==> config.mk <==
export PLATFORM = sky130hd
export DESIGN_NAME = cr_clic_ctrl_hs
export DESIGN_NICKNAME = d
export VERILOG_FILES = /design/src/rtl/cr_clic_ctrl_pkg.sv /design/src/rtl/cr_clic_ctrl_ack_dec.sv /design/src/rtl/cr_clic_ctrl_hs.sv
export SDC_FILE = /design/constraint.sdc
export NUM_CORES = 1
export LEC_CHECK = 0
export ABC_AREA = 1
export CAP_MARGIN = 15
export CORE_MARGIN = 3
export CORE_UTILIZATION = 49
export CTS_CLUSTER_DIAMETER = 30
export DETAILED_ROUTE_END_ITERATION = 16
export GPL_TIMING_DRIVEN = 0
export HOLD_SLACK_MARGIN = 0.1
export PLACE_DENSITY = 0.86
export SKIP_LAST_GASP = 1
export SYNTH_ARGS = -nofsm -noshare
export SYNTH_HDL_FRONTEND = slang
export SYNTH_SLANG_ARGS = --single-unit
==> constraint.sdc <==
create_clock -name out_clk -period 4.5 [get_ports out_clk]
set_input_delay 0.675 -clock out_clk [delete_from_list [all_inputs] [get_ports out_clk]]
set_output_delay 0.675 -clock out_clk [all_outputs]
set_load 0.05 [all_outputs]
==> src/rtl/cr_clic_ctrl_pkg.sv <==
// Shared CLIC controller config: FSM encodings, id width, source/ctl-bit counts.
`ifndef CLIC_INTNUM
`define CLIC_INTNUM 80
`endif
`ifndef CLIC_INTCTLBITS
`define CLIC_INTCTLBITS 3
`endif

package cr_clic_ctrl_pkg;
    localparam int CLIC_INTNUM_DEF     = `CLIC_INTNUM;
    localparam int CLIC_INTCTLBITS_DEF = `CLIC_INTCTLBITS;
    localparam int CLIC_ID_WIDTH       = 12;

    typedef enum logic [1:0] {
        IDLE = 2'b00,
        REQ  = 2'b01,
        CLR  = 2'b10
    } ctrl_state_e;
endpackage

==> src/rtl/cr_clic_ctrl_ack_dec.sv <==
// Registered id-to-onehot decoder; ids outside the source range decode to zero.
module cr_clic_ctrl_ack_dec
    import cr_clic_ctrl_pkg::*;
#(
    parameter int IW  = CLIC_ID_WIDTH,
    parameter int NUM = CLIC_INTNUM_DEF
) (
    input  logic           clk,
    input  logic           rst_n,
    input  logic           valid,
    input  logic [IW-1:0]  id,
    output logic [NUM-1:0] onehot
);
    logic           in_range;
    logic [NUM-1:0] dec;

    assign in_range = int'(id) < NUM;

    always_comb begin
        dec = '0;
        for (int i = 0; i < NUM; i++) begin
            dec[i] = valid && in_range && (id == IW'(i));
        end
    end

    always_ff @(posedge clk or negedge rst_n) begin
        if (!rst_n) begin
            onehot <= '0;
        end else begin
            onehot <= dec;
        end
    end
endmodule

==> src/rtl/cr_clic_ctrl_hs.sv <==
// CLIC arbiter-to-core handshake: qualify, present via req/ack, pulse kid ack.
// Optional CLIC_CTRL_REQ_HOLD_EN locks the presented fields while req is high.
module cr_clic_ctrl_hs
    import cr_clic_ctrl_pkg::*;
#(
    parameter int CLICINTNUM     = CLIC_INTNUM_DEF,
    parameter int CLICINTCTLBITS = CLIC_INTCTLBITS_DEF,
    parameter int ID_WIDTH       = CLIC_ID_WIDTH
) (
    input  logic                      out_clk,
    input  logic                      cpurst_b,
    input  logic                      arb_ctrl_int_hv,
    input  logic [ID_WIDTH-1:0]       arb_ctrl_int_id,
    input  logic [7:0]                arb_ctrl_int_il,
    input  logic                      arb_ctrl_int_mode,
    input  logic                      cpu_clic_mie,
    input  logic [7:0]                cpu_clic_mintthresh,
    input  logic [3:0]                cpu_clic_nlbits,
    input  logic                      cpu_clic_int_ack,
    output logic                      clic_cpu_int_req,
    output logic [ID_WIDTH-1:0]       clic_cpu_int_id,
    output logic [7:0]                clic_cpu_int_il,
    output logic                      clic_cpu_int_hv,
    output logic                      clic_cpu_int_mode,
    output logic [CLICINTNUM-1:0]     ctrl_kid_ack_onehot,
    output logic [CLICINTCTLBITS-1:0] ctrl_xx_int_lv_or_mask
);
`ifdef CLIC_CTRL_REQ_HOLD_EN
    localparam bit HOLD = 1'b1;
`else
    localparam bit HOLD = 1'b0;
`endif

    ctrl_state_e state;
    logic        cand;
    logic        ack_fire;
    logic        load;
    int          n_lv;

    assign cand = cpu_clic_mie && (arb_ctrl_int_il != 8'd0)
               && (arb_ctrl_int_il > cpu_clic_mintthresh);
    assign ack_fire = (state == REQ) && cpu_clic_int_ack;

    // A pending ack always wins over preemption by a higher candidate.
    assign load = ((state == IDLE) && cand)
               || ((state == REQ) && !HOLD && !cpu_clic_int_ack && cand
                   && (arb_ctrl_int_il > clic_cpu_int_il));

    always_ff @(posedge out_clk or negedge cpurst_b) begin
        if (!cpurst_b) begin
            state             <= IDLE;
            clic_cpu_int_req  <= 1'b0;
            clic_cpu_int_id   <= '0;
            clic_cpu_int_il   <= 8'd0;
            clic_cpu_int_hv   <= 1'b0;
            clic_cpu_int_mode <= 1'b0;
        end else begin
            if (load) begin
                clic_cpu_int_id   <= arb_ctrl_int_id;
                clic_cpu_int_il   <= arb_ctrl_int_il;
                clic_cpu_int_hv   <= arb_ctrl_int_hv;
                clic_cpu_int_mode <= arb_ctrl_int_mode;
            end
            unique case (state)
                IDLE: begin
                    if (cand) begin
                        clic_cpu_int_req <= 1'b1;
                        state            <= REQ;
                    end
                end
                REQ: begin
                    if (cpu_clic_int_ack) begin
                        clic_cpu_int_req <= 1'b0;
                        state            <= CLR;
                    end else if (!cand) begin
                        clic_cpu_int_req <= 1'b0;
                        state            <= IDLE;
                    end
                end
                CLR: state <= IDLE;
                default: begin
                    clic_cpu_int_req <= 1'b0;
                    state            <= IDLE;
                end
            endcase
        end
    end

    cr_clic_ctrl_ack_dec #(
        .IW  (ID_WIDTH),
        .NUM (CLICINTNUM)
    ) u_ack_dec (
        .clk    (out_clk),
        .rst_n  (cpurst_b),
        .valid  (ack_fire),
        .id     (clic_cpu_int_id),
        .onehot (ctrl_kid_ack_onehot)
    );

    // Unimplemented priority bits below the level field are filled with ones.
    always_comb begin
        n_lv = (int'(cpu_clic_nlbits) < CLICINTCTLBITS)
             ? int'(cpu_clic_nlbits) : CLICINTCTLBITS;
        ctrl_xx_int_lv_or_mask = '0;
        for (int i = 0; i < CLICINTCTLBITS; i++) begin
            ctrl_xx_int_lv_or_mask[i] = (i < CLICINTCTLBITS - n_lv);
        end
    end
endmodule

==> results of run 1 <==
## placed cells by master, fill, tap and decap left out, drive strengths merged, types with 3 or more instances in the layout
cell / n
a21oi: 5
buf: 10
clkbuf: 15
clkdlybuf4s50: 142
dfrtp: 105
ha: 16
inv: 43
nand2: 81
nand3: 44
nor2: 90
nor3: 17
o21ai: 3
## kinds of logic (layout without fill, tap and decap cells)
logic type      after synthesis  count (layout)  share of synthesized area
simple gates                236             236                      0.253
flops                       105             105                      0.629
buf+inv                      54             214                     0.0554
fa+ha+maj                    16              16                     0.0479
compound gates               10              10                     0.0141
## path summary, 6_finish.rpt
check	start	end	slack (ns)	cells past startpoint
hold reg to reg	clic_cpu_int_hv$_DFFE_PN0P_	clic_cpu_int_hv$_DFFE_PN0P_	0.52	2
setup reg to reg	clic_cpu_int_il[7]$_DFFE_PN0P_	clic_cpu_int_id[5]$_DFFE_PN0P_	2.66	11
min in group out_clk	clic_cpu_int_hv$_DFFE_PN0P_	clic_cpu_int_hv$_DFFE_PN0P_	0.52	2
hold / removal	cpurst_b	u_ack_dec.onehot[25]$_DFF_PN0_	0.23	1
setup / recovery	cpu_clic_nlbits[2]	ctrl_xx_int_lv_or_mask[2]	1.57	5
max in group asynchronous	cpurst_b	clic_cpu_int_id[4]$_DFFE_PN0P_	3.57	2
## critical path: stages
cell and delay (ns):
clkdlybuf4s50_1 0.39, nor2_1 0.13, inv_1 0.07, nor3_1 0.15, clkdlybuf4s50_1 0.83
## final cells by class
type                       instances  share of cell area
timing repair buffer             144               0.244
clock inverter                     6              0.0124
sequential                       105               0.441
clock buffer                      10              0.0214
inverter                          41              0.0258
tap                              105              0.0220
buffer                            13              0.0130
multi-input combinational        262               0.221
## registers in the layout (all words and copies together) (netlist names)
register / cells
u_ack_dec.onehot: 80
clic_cpu_int_id: 12
clic_cpu_int_il: 8
state: 2
clic_cpu_int_hv: 1
clic_cpu_int_mode: 1
clic_cpu_int_req: 1
## stage by stage
| step | util | cells | TNS (ns) | cell area [um2] | total power [mW] |
|---|---|---|---|---|---|
| 3_5_place_dp | 0.698 | 670 | 0 | 5760 | 1.92 |
| 4_1_cts | 0.722 | 686 | 0 | 5960 | 2.51 |
| 3_3_place_gp | 0.695 | 669 | -81.03 | 5740 | 1.89 |
| 5_1_grt | 0.722 | 686 | 0 | 5960 | 2.62 |
| 2_1_floorplan | - | 421 | 0 | 4180 | 1.61 |
| 6_report | 0.722 | 686 | 0 | 5960 | 2.49 |
## power by group through the flow
stage          clock network (mW)  registers [mW]  logic (mW)
2_1_floorplan                   0            1.34       0.278
3_3_place_gp                    0            1.10       0.792
3_5_place_dp                    0            1.11       0.818
4_1_cts                     0.600            1.09       0.821
5_1_grt                     0.637            1.10       0.877
6_report                    0.593            1.09       0.813
## layer usage
| layer | vias to the layer above | track usage |
|---|---|---|
| met5 | - | 0 |
| met4 | 0 | 0.0651 |
| met3 | 11 | 0.0457 |
| met2 | 128 | 0.392 |
| met1 | 1630 | 0.263 |
| li1 | 1627 | - |
==> flow_summary_export.csv, run 1 <==
group,metric,value,unit
outcome,status,"finished clean",
yosys,synth_ff_type,"dfrtp_1",
grt,overflow,0,
yosys,syn_area,4180,um2
run,maxCapViolations,0,
floorplan,pin_count,144,
clocking,cts.sink_count,105,
clocking,path_clk_slew,0.11,ns
clocking,cts-root-buf,"clkbuf_8",
sta,timing.fmax,341,MHz
grt,grt_max_degree,71,
power,p_leak,2.81,nW
sta,finalHoldViolations,0,
power,seq_power_share,0.436,
yosys,yosysTopAreaCell,"dfrtp_1",
sta,maxSlewHeadroom,0.539,
worst_setup_path,cp_data_arrival_time,2.26,ns
routing,dr.pass1.iters,4,
routing,drtIter0Drc,130,
clocking,cts_resized,0,
routing,routed.top_layer,"met4",
yosys,ys_top_cells_by_area,"dfrtp_1, nor2_1, nand2_1",
routing,drc,0,
sta,min_period,2.93,ns
sta,setup_violations,0,
cells_and_area,seqCellArea,2630,um2
worst_setup_path,path_max_fanout,2,
yosys,ys_warn_count,0,
place,place_hpwl,7.80,mm
routing,via_count,3396,
sta,slew_viol_final,0,
yosys,ys_async_sr_fraction,1.00,
floorplan,rows,33,
floorplan,die_area,9660,um2
clocking,insertion_delay,0.37,ns
floorplan,die_h,98.3,um
cells_and_area,num-nets-final,630,
grt,grt_usage,0.218,
place,pre_cts_ws,1.56,ns
routing,wl_met2,5.38,mm
sta,skew,0.0163,ns
routing,wl_met1,4.02,mm
yosys,yosysUniqueCellTypes,24,
power,ir_worst_vdd,0.276,mV
sta,rsz0062_at_grt,"false",
yosys,yosysMostFrequentCell,"dfrtp_1",
routing,wl_per_cell,14.8,um
yosys,synth_top_cell_area_share,0.629,
power,swShare,0.388,
routing,ant_nets,0,
routing,routed_wl,10.2,mm
worst_setup_path,end_kind,"primary output",
floorplan,initial_core_util,0.506,
clocking,cts_max_level,3,
grt,grt_pass1_vias,3497,
clocking,cts_made_buffers,9,
grt,antenna_found_initial,0,
clocking,post-cts-setup-buffers,0,
yosys,synth_cells,421,
yosys,synth_common_cells,"dfrtp_1, nor2_1, nand2_1, inv_1, nand3_1",
sta,fin_ws,1.57,ns
power,p_sw,0.968,mW
yosys,yosysSeqAreaShare,0.629,
cells_and_area,diodes,0,
yosys,syn_avg_cell_area,9.92,um2
floorplan,die_w,98.3,um
power,powerDensity,418,nW/um2
cells_and_area,multiInputGateArea,1320,um2
clocking,cts_tree,"built",
yosys,ys_seq_elements,105,
place,place_congestion,0.881,
yosys,syn_nets,475,
sta,period_share,0.652,
grt,grt_pass1_wl,16.8,mm
power,power_frac_clock,0.238,
cells_and_area,drive_gt1_frac,0.0671,
floorplan,core-area,8260,um2
clocking,cts_hold_buffers,0,
routing,wl_met3,667,um
yosys,synth_edf_count,0,
power,power_frac_comb,0.326,
worst_hold_path,holdCritPathClass,"in -> async",
sta,worst_slew_pin_slew,0.689,ns
power,p_int,1.53,mW
place,portBuffers,143,
worst_setup_path,cp-start-kind,"input pin",
worst_setup_path,path_class,"in -> out",
cells_and_area,syn2layout_area_growth,42.9,%
worst_setup_path,required,3.83,ns
routing,vias_per_cell,4.95,
cells_and_area,nFillCells,619,
clocking,clockBufferDepth,2,
sta,hold_ws,0.228,ns
(Power assumes the default switching activity.)
==> run 2, diff against run 1 <==
- CORE_UTILIZATION: 49 -> 41
- PLACE_DENSITY: 0.86 -> 0.76
- clock period: 4.5 -> 2.3 ns (I/O delays scaled with it)
==> run 2 against run 1 <==
Compared with the run above: first-iteration DRC count down 43%; non-clock buffer count is 1 higher; routed wire length down 2.8%; combinational power is 96% higher; die area up 18%; total power rose by 100%; sequential power up 95%; worst hold slack improved by 0.27 ns; worst setup slack got worse by 1.4 ns.
==> flow_summary_export.csv, run 2 (same netlist as run 1, synthesis figures left out) <==
group,metric,value,unit
outcome,status,"finished clean",
floorplan,die_h,107,um
grt,overflow,0,
worst_setup_path,path_max_fanout,2,
grt,grt.met2_usage,0.323,
grt,grt_max_degree,63,
worst_setup_path,end_kind,"primary output",
routing,dr.pass1.iters,4,
place,pre_cts_ws,-0.138,ns
cells_and_area,num-nets-final,631,
cells_and_area,syn2layout_area_growth,44.7,%
sta,period_share,0.944,
clocking,post-cts-setup-buffers,0,
cells_and_area,largest_reg_flops,80,
worst_hold_path,holdCritPathClass,"in -> async",
routing,drtIter0Drc,74,
routing,wl_per_cell,13.8,um
sta,slew_viol_final,0,
grt,grt_pass1_vias,3487,
floorplan,die_w,107,um
floorplan,die_area,11400,um2
clocking,cts_made_buffers,9,
power,p_leak,2.85,nW
place,place_area,5800,um2
place,portBuffers,143,
grt,antenna_found_initial,0,
routing,ant_nets,0,
place,place_hpwl,7.78,mm
run,maxCapViolations,0,
cells_and_area,layout_commonest_cell,"clkdlybuf4s50_1",
clocking,cts-root-buf,"clkbuf_8",
cells_and_area,diodes,0,
sta,fin_ws,0.128,ns
floorplan,pin_count,144,
grt,grt_pass1_wl,16.5,mm
sta,maxSlewHeadroom,0.577,
sta,worst_slew_pin_slew,0.633,ns
routing,via_count,3341,
sta,min_period,2.17,ns
grt,grt.busiest_layer,"met2",
cells_and_area,mostFrequentLayoutCells,"clkdlybuf4s50_1, dfrtp_1, nor2_1",
sta,setup_violations,0,
sta,timing.fmax,460,MHz
grt,grtUsageMet3,0.0554,
grt,grt_use_met1,0.209,
power,powerDensity,827,nW/um2
worst_setup_path,cp_data_arrival_time,1.83,ns
cells_and_area,regMostFlops,"u_ack_dec.onehot",
floorplan,initial_core_util,0.425,
power,ir_worst_vdd,0.424,mV
clocking,cts_tree,"built",
cells_and_area,fin_area,6040,um2
floorplan,rows,36,
worst_setup_path,path_class,"in -> out",
clocking,path_clk_slew,0.11,ns
floorplan,core-area,9820,um2
clocking,insertion_delay,0.36,ns
worst_setup_path,cp-start-kind,"input pin",
cells_and_area,drive_gt1_frac,0.0687,
routing,vias_per_cell,4.67,
worst_setup_path,required,1.96,ns
cells_and_area,reg_top3,"u_ack_dec.onehot (80), clic_cpu_int_id (12), clic_cpu_int_il (8)",
sta,finalHoldViolations,0,
clocking,cts.sink_count,105,
routing,routed_wl,9.89,mm
sta,rsz0062_at_grt,"false",
sta,skew,0.0111,ns
place,place_congestion,0.826,
routing,drc,0,
clocking,clockBufferDepth,2,
clocking,cts_max_level,3,
cells_and_area,nFillCells,826,
grt,grt_usage,0.183,
-- run 2: path summary, 6_finish.rpt --
| kind | slack (ns) | depth (start not counted) | start | to |
|---|---|---|---|---|
| max in group asynchronous | 1.13 | 3 | cpurst_b | u_ack_dec.onehot[15]$_DFF_PN0_ |
| hold / removal | 0.50 | 2 | cpurst_b | u_ack_dec.onehot[25]$_DFF_PN0_ |
| hold reg to reg | 0.53 | 2 | clic_cpu_int_hv$_DFFE_PN0P_ | clic_cpu_int_hv$_DFFE_PN0P_ |
| min in group out_clk | 0.52 | 3 | arb_ctrl_int_id[0] | clic_cpu_int_id[0]$_DFFE_PN0P_ |
| setup reg to reg | 0.45 | 14 | clic_cpu_int_il[1]$_DFFE_PN0P_ | clic_cpu_int_id[3]$_DFFE_PN0P_ |
| setup / recovery | 0.13 | 5 | cpu_clic_nlbits[2] | ctrl_xx_int_lv_or_mask[1] |
-- run 2: critical path, stage by stage --
cell             delay (ns)
clkdlybuf4s50_1        0.39
nor2_1                 0.13
inv_1                  0.07
nor2_1                 0.08
clkdlybuf4s50_1        0.81
-- run 2: per-layer routing --
layer | share of wire | vias up
met3 | 0.079 | 20
li1 | - | 1630
met4 | 0.022 | 0
met5 | 0 | -
met2 | 0.50 | 139
met1 | 0.40 | 1552
-- run 2: layout make-up --
| class | instances | area (um2) | area share |
|---|---|---|---|
| Inverter | 41 | 154 | 0.0255 |
| Buffer | 13 | 77.6 | 0.0128 |
| Multi-Input combinational cell | 262 | 1320 | 0.218 |
| Clock buffer | 9 | 124 | 0.0205 |
| Tap cell | 133 | 166 | 0.0275 |
| Timing Repair Buffer | 145 | 1470 | 0.243 |
| Clock inverter | 7 | 109 | 0.0180 |
| Sequential cell | 105 | 2630 | 0.435 |
-- run 2: where the power goes --
| part | internal [mW] | total (mW) | switching [mW] |
|---|---|---|---|
| Combinational | 0.485 | 1.59 | 1.10 |
| Clock | 0.636 | 1.28 | 0.644 |
| Sequential | 1.98 | 2.13 | 0.146 |
-- run 2: what timing repair did --
action / CTS / global route
resized for setup: 0 / 1
hold buffers: 1 / 0
endpoints found under the hold margin: 43 / 0
endpoints found under the setup margin: 0 / 1
-- run 2: through the flow --
stage	hold slack, ns	power, mW	instances	setup TNS, ns	util
floorplan	0.0494	3.16	421	0	-
global placement	0.494	3.72	697	-280.62	0.588
global route	0.507	5.26	715	0	0.615
finish	0.498	4.99	715	0	0.615
detailed placement	0.374	3.76	698	-2.29	0.590
CTS	0.498	5.03	715	0	0.615
==> run 3, diff against run 2 <==
- CAP_MARGIN: 15 -> 20
- SKIP_LAST_GASP: 1 -> not set
==> run 3 against run 2 <==
Compared with the run above: cell count is the same; global-route usage is the same; critical path depth did not move; highest routed layer unchanged.
==> flow_summary_export.csv, run 3 (same netlist as run 1, synthesis figures left out) <==
group,metric,value,unit
routing,via_count,3341,
power,powerDensity,827,nW/um2
sta,finalSetupTns,0,ns
cells_and_area,mostFrequentLayoutCells,"clkdlybuf4s50_1, dfrtp_1, nor2_1",
sta,skew,0.0111,ns
sta,setup_violations,0,
worst_setup_path,required,1.96,ns
routing,wl_per_cell,13.8,um
routing,ant_nets,0,
routing,vias_per_cell,4.67,
cells_and_area,layout_commonest_cell,"clkdlybuf4s50_1",
power,p_leak,2.85,nW
floorplan,rows,36,
power,seq_power_share,0.426,
clocking,cts.sink_count,105,
sta,period_share,0.944,
place,place_hpwl,7.78,mm
place,portBuffers,143,
clocking,path_clk_slew,0.11,ns
cells_and_area,final_cells,715,
clocking,cts_tree,"built",
cells_and_area,drive_gt1_frac,0.0687,
sta,timing.fmax,460,MHz
place,pre_cts_ws,-0.138,ns
place,place_congestion,0.826,
power,power_frac_clock,0.256,
place,place_area,5800,um2
sta,worst_slew_pin_slew,0.633,ns
place,dp_cells,698,
cells_and_area,syn2layout_area_growth,44.7,%
grt,grt_pass1_vias,3487,
sta,rsz0062_at_grt,"false",
clocking,cts-root-buf,"clkbuf_8",
cells_and_area,nFillCells,826,
clocking,clockBufferDepth,2,
worst_hold_path,holdCritPathClass,"in -> async",
clocking,post-cts-setup-buffers,0,
worst_setup_path,path_buf_inv,3,
floorplan,initial_core_util,0.425,
power,p_sw,1.89,mW
sta,min_period,2.17,ns
cells_and_area,fin_area,6040,um2
grt,grt_usage,0.183,
power,ir_worst_vdd,0.424,mV
cells_and_area,num-nets-final,631,
sta,maxSlewHeadroom,0.577,
floorplan,pin_count,144,
power,swShare,0.379,
power,power_frac_comb,0.318,
cells_and_area,largest_reg_flops,80,
worst_setup_path,timing.critical_path.cells,"clkdlybuf4s50_1 > nor2_1 > inv_1 > nor2_1 > clkdlybuf4s50_1",
clocking,cts_max_level,3,
worst_setup_path,cp-start-kind,"input pin",
worst_setup_path,critPathMaxStageDelay,0.81,ns
grt,grt_pass1_wl,16.5,mm
worst_setup_path,path_max_fanout,2,
worst_setup_path,cp_top_family,"buffers and inverters",
routing,dr.pass1.iters,4,
sta,hold_ws,0.498,ns
routing,drc,0,
cells_and_area,reg_top3,"u_ack_dec.onehot (80), clic_cpu_int_id (12), clic_cpu_int_il (8)",
floorplan,die_area,11400,um2
grt,antenna_found_initial,0,
floorplan,die_w,107,um
routing,drtIter0Drc,74,
sta,fin_ws,0.128,ns
cells_and_area,diodes,0,
cells_and_area,regMostFlops,"u_ack_dec.onehot",
sta,slew_viol_final,0,
grt,grt_max_degree,63,
power,p_int,3.10,mW
worst_setup_path,end_kind,"primary output",
worst_setup_path,path_class,"in -> out",
run,maxCapViolations,0,
worst_setup_path,cp_data_arrival_time,1.83,ns
floorplan,die_h,107,um
clocking,insertion_delay,0.36,ns
routing,routed_wl,9.89,mm
clocking,cts_made_buffers,9,
grt,overflow,0,
sta,finalHoldViolations,0,
worst_setup_path,crit_slowest_cell,"clkdlybuf4s50_1",
floorplan,core-area,9820,um2
outcome,status,"finished clean",
-- run 3: cell counts in the layout (fill, tap and decap cells not counted) --
No cell type changed its count.
-- run 3: power groups by stage --
stage,combinational (mW),sequential [mW],clock (mW)
final,1.59,2.13,1.28
after global routing,1.73,2.16,1.38
after CTS,1.60,2.13,1.30
after detailed placement,1.60,2.17,0
after global placement,1.56,2.16,0
after floorplan,0.544,2.61,0
-- run 3: layout make-up --
class                   instances  area [um2]  share of cell area
clock inverters                 7         109              0.0180
repair buffers                145        1470               0.243
plain buffers                  13        77.6              0.0128
clock buffers                   9         124              0.0205
multi-input cells             262        1320               0.218
flip-flops and latches        105        2630               0.435
inverters                      41         154              0.0255
well taps                     133         166              0.0275
-- run 3: path summary, 6_finish.rpt --
kind / start / endpoint / slack, ns / cells after the start
min: cpurst_b / u_ack_dec.onehot[25]$_DFF_PN0_ / 0.50 / 2
max: cpu_clic_nlbits[2] / ctrl_xx_int_lv_or_mask[1] / 0.13 / 5
min reg2reg: clic_cpu_int_hv$_DFFE_PN0P_ / clic_cpu_int_hv$_DFFE_PN0P_ / 0.53 / 2
max reg2reg: clic_cpu_int_il[1]$_DFFE_PN0P_ / clic_cpu_int_id[3]$_DFFE_PN0P_ / 0.45 / 14
max in group asynchronous: cpurst_b / u_ack_dec.onehot[15]$_DFF_PN0_ / 1.13 / 3
min in group out_clk: arb_ctrl_int_id[0] / clic_cpu_int_id[0]$_DFFE_PN0P_ / 0.52 / 3
-- run 3: repair_timing --
item	in CTS	in global routing
hold endpoints to repair	43	0
hold buffers	1	0
endpoints found under the setup margin	0	1
gates resized for setup	0	1
-- run 3: through the flow --
stage | power, mW | util
floorplan | 3.16 | -
global route | 5.26 | 0.615
finish | 4.99 | 0.615
CTS | 5.03 | 0.615
detailed placement | 3.76 | 0.590
global placement | 3.72 | 0.588
-- run 3: layer usage --
metal / track usage / part of all wire / up-vias
met1: 0.209 / 0.40 / 1552
met5: 0 / 0 / -
li1: - / - / 1630
met4: 0.0703 / 0.022 / 0
met3: 0.0554 / 0.079 / 20
met2: 0.323 / 0.50 / 139
